### config.mk
export PLATFORM = sky130hd
export DESIGN_NAME = hazard_scoreboard
export DESIGN_NICKNAME = d
export VERILOG_FILES = /design/src/rtl/hazard_scoreboard.sv
export SDC_FILE = /design/constraint.sdc
export NUM_CORES = 1
export LEC_CHECK = 0
export ABC_AREA = 1
export CELL_PAD_IN_SITES_DETAIL_PLACEMENT = 2
export CELL_PAD_IN_SITES_GLOBAL_PLACEMENT = 2
export CORE_UTILIZATION = 26
export DETAILED_ROUTE_END_ITERATION = 16
export MAX_ROUTING_LAYER = met4
export PLACE_DENSITY = 0.87
export SETUP_SLACK_MARGIN = 0.2
export SKIP_CTS_REPAIR_TIMING = 1
export SLEW_MARGIN = 0
export SYNTH_ARGS = -nofsm -noshare
export SYNTH_HDL_FRONTEND = slang
export SYNTH_SLANG_ARGS = --single-unit
### constraint.sdc
create_clock -name clk -period 2.62 [get_ports clk]
set_input_delay 0.524 -clock clk [delete_from_list [all_inputs] [get_ports clk]]
set_output_delay 0.524 -clock clk [all_outputs]
set_load 0.1 [all_outputs]
### src/rtl/hazard_scoreboard.sv
// Stall/hazard controller for the 5-stage pipeline: tracks in-flight GPR writers,
// the mult/div busy window and pending CP0 writes, and drives the stall controls.
module hazard_scoreboard #(
  parameter int NUM_SRC  = 2,
  parameter int REG_AW   = 5,
  parameter int TW       = 2,
  parameter int DEPTH    = 2,
  parameter int MULT_LAT = 5,
  parameter int DIV_LAT  = 10,
  parameter int CNT_W    = 32
) (
  input  logic                      clk,
  input  logic                      reset,
  input  logic                      d_valid,
  input  logic [NUM_SRC*REG_AW-1:0] d_src_idx,
  input  logic [NUM_SRC*TW-1:0]     d_src_tuse,
  input  logic                      d_we,
  input  logic [REG_AW-1:0]         d_dst,
  input  logic [TW-1:0]             d_tnew,
  input  logic [1:0]                d_md_op,
  input  logic                      d_cp0_wr,
  input  logic                      d_is_eret,
  input  logic                      flush,
  input  logic                      cnt_clr,
  output logic                      stall,
  output logic                      pc_en,
  output logic                      d_en,
  output logic                      e_bubble,
  output logic [2:0]                stall_cause,
  output logic                      md_busy,
  output logic [CNT_W-1:0]          stall_cnt
);

  localparam int MD_MAX = (DIV_LAT > MULT_LAT) ? DIV_LAT : MULT_LAT;
  localparam int MDW    = $clog2(MD_MAX + 1);

  logic [DEPTH-1:0]             r_v;
  logic [DEPTH-1:0]             r_cp0;
  logic [DEPTH-1:0][REG_AW-1:0] r_dst;
  logic [DEPTH-1:0][TW-1:0]     r_tnew;
  logic [MDW-1:0]               r_md_cnt;
  logic [CNT_W-1:0]             r_stall_cnt;

  logic              w_data_haz;
  logic              w_md_haz;
  logic              w_cp0_haz;
  logic              w_stall;
  logic              w_issue;
  logic              w_md_busy;
  logic              w_hit;
  logic [TW-1:0]     w_hit_tnew;
  logic [REG_AW-1:0] w_src;
  logic [TW-1:0]     w_tuse;

  // Scan oldest to youngest so the youngest matching writer is the one kept.
  always_comb begin
    w_data_haz = 1'b0;
    w_hit      = 1'b0;
    w_hit_tnew = '0;
    w_src      = '0;
    w_tuse     = '0;
    for (int i = 0; i < NUM_SRC; i++) begin
      w_src      = d_src_idx[i*REG_AW +: REG_AW];
      w_tuse     = d_src_tuse[i*TW +: TW];
      w_hit      = 1'b0;
      w_hit_tnew = '0;
      for (int k = DEPTH - 1; k >= 0; k--) begin
        if (r_v[k] && (r_dst[k] == w_src)) begin
          w_hit      = 1'b1;
          w_hit_tnew = r_tnew[k];
        end
      end
      if ((w_tuse != {TW{1'b1}}) && w_hit && (w_hit_tnew > w_tuse)) begin
        w_data_haz = 1'b1;
      end
    end
  end

  assign w_md_busy = (r_md_cnt != '0);
  assign w_md_haz  = d_valid & (d_md_op != 2'b00) & w_md_busy;
  assign w_cp0_haz = d_valid & d_is_eret & (|r_cp0);
  assign w_stall   = d_valid & (w_data_haz | w_md_haz | w_cp0_haz);
  assign w_issue   = d_valid & ~w_stall;

  assign stall       = w_stall;
  assign pc_en       = ~w_stall;
  assign d_en        = ~w_stall;
  assign e_bubble    = w_stall;
  assign stall_cause = {w_cp0_haz, w_md_haz, d_valid & w_data_haz};
  assign md_busy     = w_md_busy;
  assign stall_cnt   = r_stall_cnt;

  // cp0 bit travels even for non-writing entries so eret sees every mtc0.
  always_ff @(posedge clk or negedge reset) begin
    if (!reset) begin
      r_v    <= '0;
      r_cp0  <= '0;
      r_dst  <= '0;
      r_tnew <= '0;
    end else if (flush) begin
      r_v    <= '0;
      r_cp0  <= '0;
      r_dst  <= '0;
      r_tnew <= '0;
    end else begin
      r_v[0]    <= w_issue & d_we & (d_dst != '0);
      r_cp0[0]  <= w_issue & d_cp0_wr;
      r_dst[0]  <= d_dst;
      r_tnew[0] <= d_tnew;
      for (int k = 1; k < DEPTH; k++) begin
        r_v[k]    <= r_v[k-1];
        r_cp0[k]  <= r_cp0[k-1];
        r_dst[k]  <= r_dst[k-1];
        r_tnew[k] <= (r_tnew[k-1] != '0) ? r_tnew[k-1] - TW'(1) : '0;
      end
    end
  end

  // Countdown keeps running through flushes; only reset cancels it.
  always_ff @(posedge clk or negedge reset) begin
    if (!reset) begin
      r_md_cnt <= '0;
    end else if (w_issue && (d_md_op == 2'b01)) begin
      r_md_cnt <= MDW'(MULT_LAT);
    end else if (w_issue && (d_md_op == 2'b10)) begin
      r_md_cnt <= MDW'(DIV_LAT);
    end else if (r_md_cnt != '0) begin
      r_md_cnt <= r_md_cnt - MDW'(1);
    end
  end

  always_ff @(posedge clk or negedge reset) begin
    if (!reset) begin
      r_stall_cnt <= '0;
    end else if (cnt_clr) begin
      r_stall_cnt <= '0;
    end else if (w_stall && (r_stall_cnt != {CNT_W{1'b1}})) begin
      r_stall_cnt <= r_stall_cnt + CNT_W'(1);
    end
  end

endmodule
==> summary.md, run 1 <==
| Metric | Value |
|---|---|
| Floorplan die width | `between 100 and 150 um` |
| # port buffers | `70` |
| Summed negative setup slack over all endpoints | `-10.83 ns` |
| Met2 Usage GRT | `0.364` |
| CP cell instances | `buf_4 > inv_1 > nand2_1 > nand2_1 > nor2_1 > nand3_1 > nand2_2 > o21ai_2 > a21oi_2 > ha_1 > a22o_1 > nor2_2 > nand2_2 > nand3_4 > nand2_8 > clkinvlp_4 > buf_12` |
| Routed via count | `about 3,900` |
| Unrepaired setup endpoints after global routing | `yes` |
| Fin Hold WS | `between 0.2 and 0.25 ns` |
| Req. time, crit path | `2.10 ns` |
| Net count reported at finish | `between 600 and 700` |
| Main area contributors after synthesis | `sky130_fd_sc_hd__dfrtp_1 37%, sky130_fd_sc_hd__nand2_1 19%, sky130_fd_sc_hd__nor2_1 10%, sky130_fd_sc_hd__nand3_1 6.0%, sky130_fd_sc_hd__inv_1 5.1%` |
| Initial core utilization | `0.266` |
| Part of the cycle the worst path needs | `1.26` |
| Power density over the cells | `roughly 450 nW/um^2` |
| Number of enable-type register cells in the synthesized netlist | `0` |
| Clock root buffer | `sky130_fd_sc_hd__clkbuf_16` |
| Internal power of the cells | `between 1 and 1.5 mW` |
| Data arrival at the endpoint of the critical path | `~2.8 ns` |
| Clock tree from TritonCTS | `built` |
| Synthesized flop and latch total | `54` |
| Critical path peak fanout | `3` |
| Prevailing post-synth register cell | `sky130_fd_sc_hd__dfrtp_1` |
| Post-synthesis instance total | `around 550` |
| Violations in the final reports | `negative setup slack` |
| Final Hold Viols | `0` |
| Final setup fails | `roughly 40` |
| Proportion of total power due to net switching | `0.355` |
| Sw power | `a little over 0.8 mW` |
| Area fraction of the dominant cell type after synthesis | `0.366` |
| Number of nets with antenna violations after detailed routing | `0` |
| Top Ports | `71` |
| Depth of the worst register-to-register path | `20` |
| Sequential fraction of the synthesis area | `0.366` |
| Number of vias per cell | `~4.7` |
| Summed instance area of the synthesized netlist | `3690 sq um` |
| Share of post-route cells with drive strength above 1 | `0.220` |
| Category of the critical setup timing path | `reg2out` |
| Vias in the first global route | `around 4,200` |
| Gr busiest metal | `met2` |
| Violation count after the first detailed-route iteration | `roughly 120` |
| Most frequent cell after synthesis | `sky130_fd_sc_hd__nand2_1` |
| Area grow syn2layout | `38.6%` |
| Clock latency of the later-clocked register in the worst-skew pair | `0.31 ns` |
| Overflow after GRT | `0` |
| Grt met1 use | `0.226` |
| Leading cell types by count after synthesis | `186 x sky130_fd_sc_hd__nand2_1, 100 x sky130_fd_sc_hd__nor2_1, 54 x sky130_fd_sc_hd__dfrtp_1` |
| Overall fraction of global-route tracks in use | `0.201` |
| Final worst slack | `-0.670 ns` |
| Register share of total power | `0.410` |
| Max Root-Sink Buffers | `2` |
| Number of pins with negative max-slew slack in the final report | `0` |
| # Max-Cap Violations | `0` |
| Vertical die dimension | `121 um` |
| Worst reg2reg endpoint | `stall_cnt[13]` |
| CTS sink cnt | `54` |
| Drt pass-1 iters | `4` |
| Critical-path top delay cell | `sky130_fd_sc_hd__dfrtp_1` |
| Final weighted congestion in routability-driven placement | `about 0.86` |
| Clock slew at reported path FFs | `around 0.070 ns` |
| Die area | `14,700 sq um` |
| Count of different cell masters after synthesis | `30` |
| Total of warnings raised by yosys | `0` |
| Placeable core region | `roughly 14,000 sq um` |
| Combinational fraction of design power | `0.299` |
| Number of antenna violations at the first check in global routing | `0` |
| Worst-margin pin slew | `~0.68 ns` |
| Clock network power share | `0.291` |
| H-tree levels | `2` |
| Routed wire length | `between 10 and 15 mm` |
| Critical Path Source Type | `register` |
| Number of buffers inserted during clock tree synthesis | `5` |
| Global-route wire length before repair | `~22 mm` |
| Maximum operating frequency | `between 0.3 and 0.4 GHz` |
| Stage delay of the slowest cell on the critical path | `0.38 ns` |
| Leakage power of the design | `2.47 nW` |
| Largest clock skew in the final design | `just over 0.009 ns` |
| Outcome | `finished with violations` |
| Met3 capacity usage during global routing | `0.0315` |
| DPL Wire Length | `10.8 mm` |
| Maximum number of pins on one net before global-route repair | `55` |
| Leading area contributor after synthesis | `sky130_fd_sc_hd__dfrtp_1` |
| Placement Rows | `43` |
| Average detailed-routed wire length per instance | `17.0 um` |
| DRC errors left | `0` |
| Reg-to-reg slack, setup | `-0.25 ns` |
| Diode insertion count for antenna repair | `0` |
| Worst hold path class | `in2async` |
| VDD IR max | `0.000314 V` |
| Asr flop ratio synth | `1.00` |
| Utilization of the core after routing | `0.368` |
| Avg Inst Size Synth | `between 6 and 7 sq um` |
| Remaining max-slew budget at the tightest pin | `0.544` |
| CP endpoint kind | `primary output` |
| Reg2reg start | `r_dst[7]` |
| Nets in the synthesized netlist | `about 590` |
| Post-route minimum period | `3.29 ns` |
[worst max-delay path: cells and delay by family (launching register included)]
kind                     cells  cell delay (ns)
AND/OR/NAND/NOR              9             0.90
buffers and inverters        4             0.46
AO/OA/AOI/OAI                3             0.42
flip-flops                   1             0.38
adder cells (fa/ha/maj)      1             0.28
[power by group through the flow]
| stage | clock [mW] | sequential [mW] | combinational (mW) |
|---|---|---|---|
| floorplan | 0 | 0.999 | 0.370 |
| global placement | 0 | 0.952 | 0.624 |
| detailed placement | 0 | 0.960 | 0.665 |
| CTS | 0.704 | 0.944 | 0.670 |
| global route | 0.732 | 0.954 | 0.753 |
| finish | 0.672 | 0.946 | 0.691 |
[layout by cell type (no fill, tap or decap), types with 5 or more instances in the layout]
cell type                         count
sky130_fd_sc_hd__nor2_2               9
sky130_fd_sc_hd__inv_1               37
sky130_fd_sc_hd__dfrtp_1             52
sky130_fd_sc_hd__xnor2_1             16
sky130_fd_sc_hd__buf_4               56
sky130_fd_sc_hd__nand2_2             13
sky130_fd_sc_hd__nor2_1              91
sky130_fd_sc_hd__buf_12               9
sky130_fd_sc_hd__buf_6                5
sky130_fd_sc_hd__dlymetal6s2s_1      10
sky130_fd_sc_hd__nand2_1            174
sky130_fd_sc_hd__ha_1                 6
sky130_fd_sc_hd__clkdlybuf4s50_1     19
sky130_fd_sc_hd__nor3_1              11
sky130_fd_sc_hd__inv_2               10
sky130_fd_sc_hd__nand3_1             42
sky130_fd_sc_hd__xor2_1              16
sky130_fd_sc_hd__clkbuf_16            6
[through the flow]
stage / power, mW / worst slack (ns) / instances / instance area (sq um)
floorplan: 1.37 / -0.705 / 548 / 3790
global placement: 1.58 / -0.889 / 802 / 4760
detailed placement: 1.62 / -1.22 / 802 / 4760
CTS: 2.32 / -1.22 / 809 / 4900
global route: 2.44 / -0.815 / 817 / 5110
finish: 2.31 / -0.670 / 817 / 5110
[flip-flops by register name (all words and copies together), names as in the netlist]
register   count
r_cp0          2
r_v            2
stall_cnt     32
r_tnew         4
r_md_cnt       4
r_dst         10
[layout make-up]
| type | count | area (sq um) |
|---|---|---|
| Sequential cell | 54 | 1350 |
| Fill cell | 1654 | 8770 |
| Timing Repair Buffer | 102 | 1020 |
| Clock inverter | 2 | 15.0 |
| Inverter | 54 | 236 |
| Multi-Input combinational cell | 420 | 2140 |
| Tap cell | 180 | 225 |
| Clock buffer | 5 | 125 |
[routing by layer]
metal  routed length [um]  up-vias
met5                    0        -
met4                  287        0
met2                 7290       67
met3                  423       17
li1                     -     1872
met1                 5870     1896
[worst max path at each step]
stage | endpoint | depth (start not counted) | start
floorplan | stall | 16 | d_src_idx[8]
global placement | e_bubble | 17 | d_src_idx[8]
detailed placement | e_bubble | 17 | d_src_idx[8]
CTS | e_bubble | 17 | d_src_idx[8]
global route | e_bubble | 17 | r_dst[4]
finish | e_bubble | 17 | r_dst[7]
[cells by family after synthesis]
group,synth area share
simple gates,0.419
compound gates,0.0271
buf+inv,0.0875
fa+ha+maj,0.0238
flops,0.366
xor+xnor,0.0760
(Power assumes the default switching activity.)
==> inputs of run 2 (changes only) <==
CTS_CLUSTER_SIZE = 8   (was unset)
TNS_END_PERCENT = 10   (was unset)
==> summary.md, run 2 (synthesis gave the netlist of run 1 again) <==
| Metric | Value |
|---|---|
| Reg-to-reg slack, setup | `-0.22 ns (+0.03 ns)` |
| Critical path peak fanout | `4 (+1)` |
| Critical-path top delay cell | `sky130_fd_sc_hd__dfrtp_1` |
| Power density over the cells | `457 nW/um^2 (+1.1%)` |
| Number of nets with antenna violations after detailed routing | `0 (unchanged)` |
| Placement Rows | `43 (unchanged)` |
| Most frequent cells in the layout | `171 x sky130_fd_sc_hd__nand2_1, 92 x sky130_fd_sc_hd__nor2_1, 58 x sky130_fd_sc_hd__buf_4` |
| Depth of the worst register-to-register path | `19 (-5.0%)` |
| VDD IR max | `0.000248 V (-21%)` |
| Maximum number of pins on one net before global-route repair | `33 (-40%)` |
| Number of vias per cell | `4.74 (+0.49%)` |
| Net count reported at finish | `674 (-0.15%)` |
| Final Hold Viols | `0 (unchanged)` |
| Data arrival at the endpoint of the critical path | `2.71 ns (-0.06 ns)` |
| Violations in the final reports | `negative setup slack` |
| Unrepaired setup endpoints after global routing | `yes` |
| Die area | `14,700 sq um (unchanged)` |
| Final weighted congestion in routability-driven placement | `0.875 (+1.6%)` |
| Worst-margin pin slew | `0.706 ns (+0.0236 ns)` |
| Part of the cycle the worst path needs | `1.23 (-0.0215)` |
| Routed via count | `3,871 (+0.49%)` |
| Utilization of the core after routing | `0.367 (-0.00135)` |
| Number of buffers inserted during clock tree synthesis | `5 (unchanged)` |
| Routed wire length | `13.5 mm (-2.7%)` |
| Final worst slack | `-0.614 ns (+0.0562 ns)` |
| Maximum operating frequency | `0.309 GHz (+1.7%)` |
| Remaining max-slew budget at the tightest pin | `0.528 (-0.0158)` |
| # Max-Cap Violations | `0 (unchanged)` |
| Vias in the first global route | `4,219 (-0.61%)` |
| Floorplan die width | `121 um (unchanged)` |
| Share of post-route cells with drive strength above 1 | `0.228 (+0.00785)` |
| Final setup fails | `41 (unchanged)` |
| CP cell instances | `inv_2 > nor2_1 > nor2_4 > nand3_2 > nand2_2 > o21ai_2 > a21oi_2 > ha_1 > a22o_1 > nor2_2 > nand2_2 > nand3_4 > nand2_8 > clkinvlp_4 > buf_12` |
| Overflow after GRT | `0 (unchanged)` |
| Overall fraction of global-route tracks in use | `0.187 (-0.0140)` |
| Initial core utilization | `0.266 (unchanged)` |
| Worst reg2reg endpoint | `stall_cnt[11]` |
| Top Ports | `71 (unchanged)` |
| Outcome | `finished with violations` |
| Violation count after the first detailed-route iteration | `154 (+24%)` |
| Global-route wire length before repair | `20.8 mm (-4.6%)` |
| CP endpoint kind | `primary output` |
| Clock root buffer | `sky130_fd_sc_hd__clkbuf_16` |
| Drt pass-1 iters | `4 (unchanged)` |
| Largest clock skew in the final design | `0.00613 ns (-0.00295 ns)` |
| Category of the critical setup timing path | `reg2out` |
| Leakage power of the design | `2.46 nW (-0.45%)` |
| Post-route minimum period | `3.23 ns (-0.0562 ns)` |
| Vertical die dimension | `121 um (unchanged)` |
| Summed negative setup slack over all endpoints | `-9.77 ns (+1.06 ns)` |
| DRC errors left | `0 (unchanged)` |
| Average detailed-routed wire length per instance | `16.5 um (-2.7%)` |
| Number of antenna violations at the first check in global routing | `0 (unchanged)` |
| Area grow syn2layout | `38.1%` |
| Layout filler cell count | `1,654 (unchanged)` |
| Diode insertion count for antenna repair | `0 (unchanged)` |
| Max Root-Sink Buffers | `2 (unchanged)` |
| H-tree levels | `2 (unchanged)` |
| Most common cell on crit path | `sky130_fd_sc_hd__nand2_2` |
| Clock slew at reported path FFs | `0.08 ns (about the same)` |
| # port buffers | `70 (unchanged)` |
| Worst hold path class | `in2async` |
| Req. time, crit path | `2.10 ns (about the same)` |
| Clock tree from TritonCTS | `built` |
| DPL Wire Length | `10.4 mm (-3.0%)` |
| Critical Path Source Type | `register` |
| CTS sink cnt | `54 (unchanged)` |
| Reg2reg start | `r_dst[2]` |
| Stage delay of the slowest cell on the critical path | `0.41 ns (+0.03 ns)` |
| Number of pins with negative max-slew slack in the final report | `0 (unchanged)` |
| Number of flip-flops under the largest register name | `32 (unchanged)` |
| Clock latency of the later-clocked register in the worst-skew pair | `0.31 ns (about the same)` |
| Placeable core region | `13,900 sq um (unchanged)` |
| Most common cell after layout, fill and taps aside | `sky130_fd_sc_hd__nand2_1` |
run 2: cell count changes in the layout (fill, tap and decap cells not counted), sizes merged:
cell / change
clkinvlp: -2
clkbuf: +1
clkinv: +3
dlymetal6s2s: -2
run 2: layer usage:
metal  global-route usage  part of all wire  up-vias
met2                0.336              0.52       70
li1                     -                 -     1866
met1                0.219              0.43     1916
met4               0.0394             0.016        0
met3               0.0310             0.033       19
met5                    -                 0        -
run 2: worst max-delay path, delay by kind of cell (launching register included):
kind,cells,cell delay [ns]
AND/OR/NAND/NOR,8,0.92
flip-flops,1,0.41
AO/OA/AOI/OAI,3,0.41
buffers and inverters,3,0.40
adder cells (fa/ha/maj),1,0.27
run 2: where the power goes:
group | internal (mW) | switching, mW
Sequential | 0.886 | 0.0553
Clock | 0.360 | 0.335
Combinational | 0.255 | 0.434
run 2: area by class of cell:
type	count	area, sq um	area share
multi-input cells	420	2150	0.421
clock inverters	3	26.3	0.00516
inverters	54	236	0.0464
flip-flops and latches	54	1350	0.265
clock buffers	5	125	0.0246
well taps	180	225	0.0442
repair buffers	101	983	0.193
run 2: worst max-delay path by stage:
stage	from	end	slack [ns]	depth (start not counted)
floorplan	d_src_idx[8]	stall	-0.71	16
global placement	d_src_idx[8]	e_bubble	-0.92	17
detailed placement	d_src_idx[8]	stall	-1.05	17
CTS	d_src_idx[9]	stall	-1.10	17
global route	r_dst[3]	stall	-0.79	16
finish	r_dst[2]	stall	-0.61	15
run 2: per-stage QoR:
stage	cell area (sq um)	cells	setup slack [ns]	total power [mW]	hold WS [ns]
4_1_cts	4920	809	-1.10	2.34	0.263
2_1_floorplan	3780	548	-0.705	1.37	0.228
5_1_grt	5090	817	-0.788	2.45	0.279
6_report	5090	817	-0.614	2.33	0.241
3_3_place_gp	4770	801	-0.917	1.58	0.467
3_5_place_dp	4770	801	-1.05	1.62	0.470
==> inputs of run 3 (changes only) <==
CAP_MARGIN = 20   (was unset)
CELL_PAD_IN_SITES_DETAIL_PLACEMENT = unset   (was 2)
CELL_PAD_IN_SITES_GLOBAL_PLACEMENT = unset   (was 2)
CORE_UTILIZATION = 48   (was 26)
PLACE_DENSITY = 0.88   (was 0.87)
SKIP_CTS_REPAIR_TIMING = unset   (was 1)
==> summary.md, run 3 (synthesis gave the netlist of run 1 again) <==
| Metric | Value |
|---|---|
| Standard cell area after detailed placement | `4610 sq um (-3.3%)` |
| DPL Wire Length | `7.23 mm (-31%)` |
| Most common cell after layout, fill and taps aside | `sky130_fd_sc_hd__nand2_1` |
| Final setup fails | `39 (-4.9%)` |
| Placement-stage worst setup slack | `-0.930 ns (+0.119 ns)` |
| Cells after DPL | `716 (-11%)` |
| Utilization of the core after routing | `0.669 (+0.302)` |
| Reg2reg start | `r_dst[1]` |
| Critical path peak fanout | `3 (-1)` |
| Clock slew at reported path FFs | `0.10 ns (+0.02 ns)` |
| Data arrival at the endpoint of the critical path | `2.65 ns (-0.06 ns)` |
| Number of antenna violations at the first check in global routing | `0 (unchanged)` |
| Category of the critical setup timing path | `reg2out` |
| Placeable core region | `7330 sq um (-47%)` |
| CTS hold repair buffers | `0` |
| Part of the cycle the worst path needs | `1.21 (-0.0237)` |
| Highest metal layer with signal wires | `met4` |
| Cell area after layout | `4910 sq um (-3.7%)` |
| Leakage power of the design | `2.38 nW (-3.3%)` |
| Maximum operating frequency | `0.315 GHz (+2.0%)` |
| CTS sink cnt | `54 (unchanged)` |
| Unrepaired setup endpoints after global routing | `yes` |
| Top Ports | `71 (unchanged)` |
| Worst-margin pin slew | `0.658 ns (-0.0483 ns)` |
| Clock latency of the later-clocked register in the worst-skew pair | `0.31 ns (about the same)` |
| VDD IR max | `0.000357 V (+44%)` |
| Overflow after GRT | `0 (unchanged)` |
| Area grow syn2layout | `33.1%` |
| Net count reported at finish | `676 (+0.30%)` |
| Placement Rows | `31 (-28%)` |
| Violation count after the first detailed-route iteration | `190 (+23%)` |
| Summed negative setup slack over all endpoints | `-11.94 ns (-2.17 ns)` |
| Drt pass-1 iters | `5 (+1)` |
| Detailed-routed wire length on met2 | `5.03 mm (-29%)` |
| Power density over the cells | `461 nW/um^2 (+1.0%)` |
| Diode insertion count for antenna repair | `0 (unchanged)` |
| Most frequent cells in the layout | `172 x sky130_fd_sc_hd__nand2_1, 93 x sky130_fd_sc_hd__nor2_1, 64 x sky130_fd_sc_hd__buf_4` |
| Routed length on met3 | `480 um (+6.7%)` |
| Initial core utilization | `0.503 (+0.237)` |
| Max Root-Sink Buffers | `2 (unchanged)` |
| Number of buffers inserted during clock tree synthesis | `5 (unchanged)` |
| Average detailed-routed wire length per instance | `13.5 um (-18%)` |
| Final weighted congestion in routability-driven placement | `0.965 (+10%)` |
| CP endpoint kind | `primary output` |
| Met1 wire length | `4.29 mm (-26%)` |
| Largest clock skew in the final design | `0.00618 ns (+0.0000457 ns)` |
| Number of nets with antenna violations after detailed routing | `0 (unchanged)` |
| Global-route wire length before repair | `15.9 mm (-23%)` |
| DRC errors left | `0 (unchanged)` |
| Post-route minimum period | `3.17 ns (-0.0622 ns)` |
| # Max-Cap Violations | `0 (unchanged)` |
| Outcome | `finished with violations` |
| Routed wire length | `9.95 mm (-26%)` |
| CP startpoint | `r_dst[1]` |
| Layout filler cell count | `618 (-63%)` |
| Final Hold Viols | `0 (unchanged)` |
| Non-Filler Instances | `738 (-9.7%)` |
| Share of post-route cells with drive strength above 1 | `0.235 (+0.00711)` |
| Number of pins with negative max-slew slack in the final report | `0 (unchanged)` |
| Overall fraction of global-route tracks in use | `0.263 (+0.0762)` |
| Worst hold path class | `in2async` |
| Req. time, crit path | `2.10 ns (about the same)` |
| Register cell area after layout | `1350 sq um (unchanged)` |
| Area of the multi-input gates | `2130 sq um (-0.93%)` |
| Die area | `8040 sq um (-45%)` |
| Violations in the final reports | `negative setup slack` |
| Final worst slack | `-0.552 ns (+0.0622 ns)` |
| Critical Path Source Type | `register` |
| Number of vias per cell | `5.04 (+6.4%)` |
| Vias in the first global route | `3,513 (-17%)` |
| Routed via count | `3,719 (-3.9%)` |
| # port buffers | `70 (unchanged)` |
| Remaining max-slew budget at the tightest pin | `0.562 (+0.0337)` |
| Maximum number of pins on one net before global-route repair | `55 (+67%)` |
| Floorplan die width | `89.6 um (-26%)` |
| Clock tree from TritonCTS | `built` |
| Clock root buffer | `sky130_fd_sc_hd__clkbuf_8` |
| Vertical die dimension | `89.6 um (-26%)` |
| H-tree levels | `2 (unchanged)` |
| Number of flip-flops under the largest register name | `32 (unchanged)` |
## run 3: cell types whose count changed in the layout (fill, tap and decap cells not counted), moves of 3 or more
cell	before	now
sky130_fd_sc_hd__clkbuf_16	5	0
sky130_fd_sc_hd__dlymetal6s2s_1	8	0
sky130_fd_sc_hd__clkbuf_8	0	6
sky130_fd_sc_hd__buf_2	1	5
sky130_fd_sc_hd__clkdlybuf4s15_2	0	4
sky130_fd_sc_hd__buf_12	11	8
sky130_fd_sc_hd__clkinv_4	3	0
sky130_fd_sc_hd__buf_4	58	64
## run 3: area by class of cell
type,instances,share of cell area
tap,99,0.0252
inverter,54,0.0482
clock inverter,2,0.0122
sequential,54,0.275
multi-input combinational,420,0.433
clock buffer,6,0.0168
timing repair buffer,103,0.189
## run 3: critical path, stage by stage (launching register included)
cell                         delay, ns
sky130_fd_sc_hd__dfrtp_1          0.44
sky130_fd_sc_hd__inv_2            0.07
sky130_fd_sc_hd__nand2_1          0.06
sky130_fd_sc_hd__nand3_1          0.08
sky130_fd_sc_hd__nand3b_1         0.19
sky130_fd_sc_hd__inv_2            0.10
sky130_fd_sc_hd__nor2_4           0.05
sky130_fd_sc_hd__nand2_2          0.07
sky130_fd_sc_hd__o21ai_2          0.05
sky130_fd_sc_hd__ha_1             0.31
sky130_fd_sc_hd__a22o_1           0.22
sky130_fd_sc_hd__nor2_2           0.11
sky130_fd_sc_hd__nand2_2          0.09
sky130_fd_sc_hd__nand3_4          0.12
sky130_fd_sc_hd__nand2_8          0.07
sky130_fd_sc_hd__clkinvlp_4       0.11
sky130_fd_sc_hd__buf_12           0.18
## run 3: timing repair
action	in CTS	in global routing
buffers inserted	11	3
pin swaps	19	21
gates resized for setup	39	20
setup endpoints to repair	43	43
## run 3: per-stage QoR
stage               hold slack (ns)  power (mW)
floorplan                     0.228        1.37
global placement              0.455        1.55
detailed placement            0.479        1.57
CTS                           0.348        2.27
global route                  0.385        2.37
finish                        0.325        2.26
## run 3: worst paths after layout
| kind | to | slack (ns) | depth (start not counted) |
|---|---|---|---|
| max | e_bubble | -0.55 | 16 |
| min | stall_cnt[19] | 0.33 | 2 |
| max reg2reg | stall_cnt[22] | -0.34 | 20 |
| min reg2reg | r_tnew[2] | 0.51 | 1 |
| max in group asynchronous | r_dst[7] | 1.86 | 2 |
| min in group clk | r_tnew[2] | 0.51 | 1 |
## run 3: report_power, final
group	switching, mW	internal [mW]	leakage, nW
Combinational	0.404	0.238	1.58
Sequential	0.0535	0.886	0.731
Clock	0.274	0.407	0.0714
## run 3: routing by layer
layer | GRT usage | vias to the layer above
met5 | - | -
met3 | 0.0320 | 16
met2 | 0.472 | 117
met1 | 0.314 | 1722
li1 | - | 1864
met4 | 0.0649 | 0
